`src/rtl/sram_seq_macro.sv`:
```
// sram_seq_macro
//   Single-port synchronous SRAM macro with an internal access sequencer.
//   Each accepted request runs PCH (precharge, PCH_CYCLES clocks) -> ACT
//   (wordline up) -> XFER (sense or masked write at the end of the cycle)
//   -> DONE (one-cycle ack). The row is addr[AW-1:log2(COLS)] and the column
//   is addr[log2(COLS)-1:0]. Array contents are never cleared by reset.
//
// Handshake: req is a level. It is sampled only in IDLE or DONE. When req=1
//   is seen there, we/addr/wdata/wmask are captured on that edge and stay
//   frozen until the access completes. Exactly one ack pulse (the DONE
//   cycle) follows every accepted request. Holding req high in DONE starts
//   the next access back-to-back.
//
// Ports
//   CLK, RESET        clock; synchronous active-high reset
//   req, we           request level; 1 = write, 0 = read
//   addr [AW]         word address
//   wdata, wmask      write data; per-bit write enable (1 = write that bit)
//   rdata [WIDTH]     sense latch, holds the last read result
//   ack               one-cycle completion pulse
//   busy              access in flight (PCH/ACT/XFER)
//   n_pch, wl_ena     precharge strobe (active low), wordline enable
//   state_dbg [3]     current sequencer state, for observability
module sram_seq_macro #(
  parameter int WIDTH      = 8,
  parameter int ROWS       = 32,
  parameter int COLS       = 4,
  parameter int PCH_CYCLES = 1,
  localparam int AW        = $clog2(ROWS * COLS)
) (
  input  logic             CLK,
  input  logic             RESET,
  input  logic             req,
  input  logic             we,
  input  logic [AW-1:0]    addr,
  input  logic [WIDTH-1:0] wdata,
  input  logic [WIDTH-1:0] wmask,
  output logic [WIDTH-1:0] rdata,
  output logic             ack,
  output logic             busy,
  output logic             n_pch,
  output logic             wl_ena,
  output logic [2:0]       state_dbg
);

  localparam int CBITS = $clog2(COLS);
  localparam int RW    = (ROWS > 1) ? $clog2(ROWS) : 1;
  localparam int CW    = (COLS > 1) ? $clog2(COLS) : 1;
  localparam int PW    = (PCH_CYCLES > 1) ? $clog2(PCH_CYCLES) : 1;
  localparam logic [AW-1:0] COL_MASK = AW'(COLS - 1);
  localparam logic [PW-1:0] PCH_LAST = PW'(PCH_CYCLES - 1);

  typedef enum logic [2:0] {
    IDLE = 3'd0,
    PCH  = 3'd1,
    ACT  = 3'd2,
    XFER = 3'd3,
    DONE = 3'd4
  } state_t;

  state_t          state, state_d;
  logic [PW-1:0]   pch_cnt, pch_cnt_d;
  logic            capture;

  logic            we_q;
  logic [AW-1:0]   addr_q;
  logic [WIDTH-1:0] wdata_q, wmask_q;

  logic [WIDTH-1:0] mem [ROWS][COLS];
  logic [RW-1:0]    row_sel;
  logic [CW-1:0]    col_sel;

  // Row/column decode of the frozen address; total because ROWS*COLS is a
  // power of two.
  assign row_sel = RW'(addr_q >> CBITS);
  assign col_sel = CW'(addr_q & COL_MASK);

  always_comb begin
    state_d   = state;
    pch_cnt_d = pch_cnt;
    capture   = 1'b0;
    case (state)
      IDLE, DONE: begin
        if (req) begin
          capture   = 1'b1;
          state_d   = PCH;
          pch_cnt_d = '0;
        end else begin
          state_d = IDLE;
        end
      end
      PCH: begin
        if (pch_cnt == PCH_LAST) state_d = ACT;
        else                     pch_cnt_d = pch_cnt + PW'(1);
      end
      ACT:     state_d = XFER;
      XFER:    state_d = DONE;
      default: state_d = IDLE;
    endcase
  end

  always_ff @(posedge CLK) begin
    if (RESET) begin
      state   <= IDLE;
      pch_cnt <= '0;
      rdata   <= '0;
    end else begin
      state   <= state_d;
      pch_cnt <= pch_cnt_d;
      if (state == XFER && !we_q) rdata <= mem[row_sel][col_sel];
    end
  end

  // Request capture; only meaningful once the FSM leaves IDLE/DONE, so it
  // needs no reset.
  always_ff @(posedge CLK) begin
    if (capture && !RESET) begin
      we_q    <= we;
      addr_q  <= addr;
      wdata_q <= wdata;
      wmask_q <= wmask;
    end
  end

  // Masked write driver. Reset on the XFER edge suppresses the commit.
  always_ff @(posedge CLK) begin
    if (!RESET && state == XFER && we_q)
      mem[row_sel][col_sel] <= (mem[row_sel][col_sel] & ~wmask_q) | (wdata_q & wmask_q);
  end

  // Outputs are pure decodes of the registered state, so they are glitch-free
  // relative to the clock and n_pch/wl_ena can never overlap.
  assign ack       = (state == DONE);
  assign busy      = (state == PCH) || (state == ACT) || (state == XFER);
  assign n_pch     = (state != PCH);
  assign wl_ena    = (state == ACT) || (state == XFER);
  assign state_dbg = state;

endmodule

```
`config.mk`:
```
export PLATFORM = sky130hd
export DESIGN_NAME = sram_seq_macro
export DESIGN_NICKNAME = d
export VERILOG_FILES = /design/src/rtl/sram_seq_macro.sv
export SDC_FILE = /design/constraint.sdc
export NUM_CORES = 1
export LEC_CHECK = 0
export BUFFER_PORTS_ARGS = -buffer_cell sky130_fd_sc_hd__buf_2
export CORE_ASPECT_RATIO = 1.2
export CORE_UTILIZATION = 62
export CTS_CLUSTER_SIZE = 28
export DETAILED_ROUTE_END_ITERATION = 8
export PLACE_DENSITY = 0.82
export SETUP_SLACK_MARGIN = 0.05
export SLEW_MARGIN = 20
export SYNTH_ARGS = -nofsm -noshare
export SYNTH_HDL_FRONTEND = slang
export SYNTH_SLANG_ARGS = --single-unit
```
`constraint.sdc`:
```
create_clock -name CLK -period 7.3 [get_ports CLK]
set_input_delay 1.095 -clock CLK [delete_from_list [all_inputs] [get_ports CLK]]
set_output_delay 1.095 -clock CLK [all_outputs]
set_load 0.1 [all_outputs]
```
# Word level (Yosys, flattened, before mapping)
# Memories as Yosys holds them, arrays and structs flattened. A register that Yosys moved wholly into a read port is not among the register bits.
# Index checks and enable logic that the tools add are counted.
# Widths: inputs -> output; s select.
dict set report totals {
  input_bits 27
  output_inout_bits 15
  latchBits 0
  memories 1
  register_bits 36
  romBits 0
  mem_bits_rw 1024
  wordCells 53
}
dict set report classes {
  order_cmp 2
  mux 16
  shift 0
  bitwise 5
  n_eq_ne 7
  multipliers 0
  div 0
  addsub 1
  n_reduce_logical 14
}
# memory words width read_ports rd_clocked_by_memory_dff write_ports line_no
set mem_list {}
lappend mem_list {mem 32 32 1 1 1 69} ;# logic [WIDTH-1:0] mem [ROWS][COLS];
# operator count
set op_table {}
lappend op_table {{$mux 32} 1}
lappend op_table {{$mux 8} 3}
lappend op_table {{$and 8x8->8} 2}
lappend op_table {{$bmux 8 s2} 1}
lappend op_table {{$demux 8 s2} 1}
lappend op_table {{$pmux 3 s4} 1}
lappend op_table {{$not 8->8} 1}
lappend op_table {{$or 8x8->8} 1}
lappend op_table {{$eq 3x2->1 const B} 2}
lappend op_table {{$mux 1} 6}
lappend op_table {{$logic_and 1x1->1} 5}
lappend op_table {{$mux 5} 1}
lappend op_table {{$ne 2x2->1 const B} 2}
lappend op_table {{$eq 3x1->1 const B} 1}
lappend op_table {{$eq 3x3->1 const B} 1}
lappend op_table {{$ge 3x3->1 const B} 1}
lappend op_table {{$logic_not 3->1} 1}
lappend op_table {{$logic_or 1x1->1} 3}
lappend op_table {{$lt 3x1->1 const B} 1}
lappend op_table {{$mux 3} 1}
lappend op_table {{$ne 3x1->1 const B} 1}
lappend op_table {{$not 2->3} 1}
lappend op_table {{$logic_not 1->1} 2}
lappend op_table {{$pmux 1 s2} 1}
lappend op_table {{other kinds (4)} 4}

# Longest topological paths before layout
dict set report depth {
  ltp_word 6
  mapped_depth 9
  mapped_depth_nobuf 5
}

# Worst setup path before layout
# Ideal clock, no wire load.
dict set report synth_timing {
  path_type {register -> register}
  from {register (tool-made name)}
  to {memory mem[0][12] (netlist name) (data pin)}
  n_path_buf 4
  stages_incl_launch_ff 10
  synth_period_minus_slack_ns 6.410
  setup_slack_ns 0.890
  arrival_ns 5.441
  setup_time_ns 0.968
  t_required_ns 6.332
  cell_sequence {dfxtp_1 > buf_6 > buf_6 > buf_8 > buf_6 > mux4_2 > mux2i_1 > a221oi_1 > a22oi_2 > a31oi_1}
}
# item line_no
set synth_lines {}
lappend synth_lines {{to (decl)} 69}

==> impl_metrics.py <==
metrics = {
    "worst_setup_path": {
        "crit_type": "flip-flop to flip-flop",
        "worstSetupStartpointType": "flip-flop",
        "endpoint_kind": "flip-flop",
        "rr_worst_depth": 9,
        "cp.required_ps": 7630,
        "crit_path_max_incr_delay_ps": 890,
        "crit_chain": "buf_4, inv_1, nor2_1, buf_4, a221oi_1, a22oi_1, a31oi_4, buf_4, buf_4",
        "critical_path_buf_inv_count": 5,
        "critPathArrivalTime_ps": 5560,
        "crit_top_cell": "buf_4",
        "crit_path_max_fanout": 77,
        "cp_top_family": "buffers and inverters",
        "critPathSlowestCell": "a221oi_1",
        "cp.depth": 9,
    },
    "synthesis": {
        "synth_nets": 1914,
        "synthCells": 1887,
        "ys_seq_area_frac": 0.771,
        "synth.avg_cell_area_sq_um": 21.8,
        "postSynth.asyncResetShare": 0,
        "yosysUniqueCellTypes": 37,
        "synth_area_sq_mm": 0.0412,
        "synthFlopType": "edfxtp_1",
        "synth_edf_count": 1048,
        "synth_seq_cells": 1064,
        "ys_warn_count": 0,
    },
    "pwr": {
        "pwr-share-clk": 0.395,
        "combPwrFrac": 0.075,
        "p_seq_frac": 0.530,
        "p_leak_nw": 14.2,
        "internal_power_w": 0.0101,
        "switching_share": 0.225,
        "switching_power_w": 0.00294,
        "ir_drop_mv": 0.219,
        "p_per_area_mw_per_mm2": 286,
    },
    "sta": {
        "period_needed_ps": 5230,
        "finClkSkew_ps": 42.3,
        "tightest_slew_ps": 1230,
        "setup-violations-final": 0,
        "rsz0062_at_grt": "false",
        "maxSlewHeadroom": 0.174,
        "period_share": 0.716,
        "hold_viol": 0,
        "tns_ps": 0,
        "max_freq_ghz": 0.191,
        "drv_slew": 0,
        "fin_ws_ps": 2070,
    },
    "finish": {
        "final_cell_mix": "edfxtp_1 (1048), mux4_2 (256), nor2_1 (151)",
        "flow.area_growth_from_synthesis_pct": 10.5,
        "regArea_sq_mm": 0.0318,
        "final_common_cell": "edfxtp_1",
        "stdcell_count": 2883,
        "drive_gt1_frac": 0.254,
        "nNetsFinal": 1988,
        "fillers": 3644,
        "multiInputGateArea_sq_mm": 0.00885,
    },
    "grt": {
        "grt_pass1_wl_um": 149000,
        "grt_max_degree": 105,
        "use_met1": 0.420,
        "grt_usage": 0.314,
        "met3_usage": 0.0798,
        "use_met2": 0.485,
        "top_usage_layer": "met2",
        "antenna_found_initial": 2,
        "grt_pass1_vias": 21100,
        "grt_overflow": 0,
    },
    "clock_tree": {
        "numCtsBuffers": 97,
        "cts_root_buf": "clkbuf_16",
        "clkTransAtPathRegs_ps": 60,
        "clock_sinks": 1064,
        "clockBufferDepth": 3,
        "cts_htree_levels": 3,
        "insertion_delay_ps": 670,
        "holdBufCountCts": 0,
        "cts_resized": 0,
        "post_cts_buffers": 0,
        "cts_tree": "built",
    },
    "floorplanning": {
        "rows": 103,
        "die_area_sq_mm": 0.0675,
        "initial_utilization": 0.627,
        "io_pins": 42,
        "core_area_sq_mm": 0.0657,
        "die_w_um": 237,
        "die_y_um": 284,
    },
    "placement": {
        "hpwl_um": 58600,
        "place_ws_ps": 2330,
        "gp_congestion": 0.877,
        "dp_cells": 2702,
        "io_buffers": 41,
    },
    "worst_hold_path": {
        "min_path_cells": 1,
        "hp-start": "state_dbg[2]",
        "hold_class": "flip-flop to flip-flop",
    },
    "routing": {
        "antenna_left": 0,
        "drc_errors": 0,
        "vias_per_cell": 7.28,
        "wl_per_cell_um": 35.8,
        "drt-pass1-iter-count": 9,
        "vias": 21000,
        "routed_wl_um": 103000,
        "drt_iter0_drc": 3433,
    },
    "job": {
        "max-cap-violations": 0,
    },
    "outcome": {
        "status": "finished clean",
    },
}
-- Yosys cell counts, types with 2 or more instances --
cell / n / area [sq um]
a311oi_1: 8 / 70.1
buf_8: 3 / 45.0
buf_2: 20 / 100
mux2_2: 5 / 56.3
a31oi_1: 8 / 50.1
o21ai_1: 14 / 70.1
nand2_1: 35 / 131
buf_6: 21 / 236
a22oi_1: 10 / 75.1
dfxtp_1: 16 / 320
o21ai_0: 18 / 90.1
a221oi_1: 64 / 561
buf_1: 5 / 18.8
nand2b_1: 5 / 31.3
and2_1: 4 / 25.0
clkbuf_1: 40 / 150
mux4_2: 256 / 5770
nor3_1: 2 / 10.0
buf_4: 18 / 135
nor2_1: 156 / 586
nor2b_1: 5 / 31.3
edfxtp_1: 1048 / 31500
and3b_1: 2 / 17.5
a22oi_2: 6 / 75.1
mux2i_1: 96 / 961
nor3b_1: 3 / 22.5
inv_1: 9 / 33.8
-- kinds of logic (layout without fill, tap and decap cells) --
kind of cell / Yosys count / count (layout) / synth area share
and+or+nand+nor: 218 / 218 / 0.0219
other: 0 / 1 / 0
AOI/OAI and AO/OA: 129 / 129 / 0.0243
xor gates and xnor gates: 1 / 1 / 0.000213
DFF: 1064 / 1064 / 0.771
muxes: 357 / 357 / 0.165
buffers and inverters: 118 / 273 / 0.0177
-- sequential cells by signal (all words and copies together), names as in the netlist, named ones only --
register and count:
wmask_q 8, addr_q 7, we_q 1, mem 1024, state_dbg 3, rdata 8, wdata_q 8
-- routing by layer --
| metal | vias to the layer above | wire [um] |
|---|---|---|
| met4 | 0 | 6040 |
| met2 | 1884 | 48900 |
| met1 | 10700 | 34800 |
| met5 | - | 0 |
| li1 | 8052 | - |
| met3 | 370 | 13600 |
-- cell type report --
type,count,share of cell area
flip-flops and latches,1064,0.698
multi-input cells,705,0.194
clock buffers,117,0.0568
well taps,840,0.0231
repair buffers,83,0.0135
clock inverters,63,0.0131
inverters,10,0.000824
diodes,1,0.0000549
-- metrics by stage --
stage	area [sq um]	hold WS, ps	util	total power, W
6_report	45500	576	0.693	0.0130
5_1_grt	45500	606	0.693	0.0133
4_1_cts	45500	571	0.693	0.0130
3_5_place_dp	42300	553	0.644	0.00798
3_3_place_gp	42300	530	0.644	0.00794
2_1_floorplan	41200	533	-	0.00770
-- power by group through the flow --
stage / logic (W) / registers, W / clock network, W
6_report: 0.000982 / 0.00691 / 0.00515
5_1_grt: 0.00101 / 0.00691 / 0.00537
4_1_cts: 0.000961 / 0.00691 / 0.00515
3_5_place_dp: 0.000940 / 0.00704 / 0
3_3_place_gp: 0.000901 / 0.00703 / 0
2_1_floorplan: 0.000632 / 0.00706 / 0
-- path summary, 6_finish.rpt --
kind         slack, ps           end
max               2070    mem[28][8]
min reg2reg        580  state_dbg[1]
max reg2reg       2070    mem[28][8]
min                580  state_dbg[1]
(Power assumes the default switching activity.)
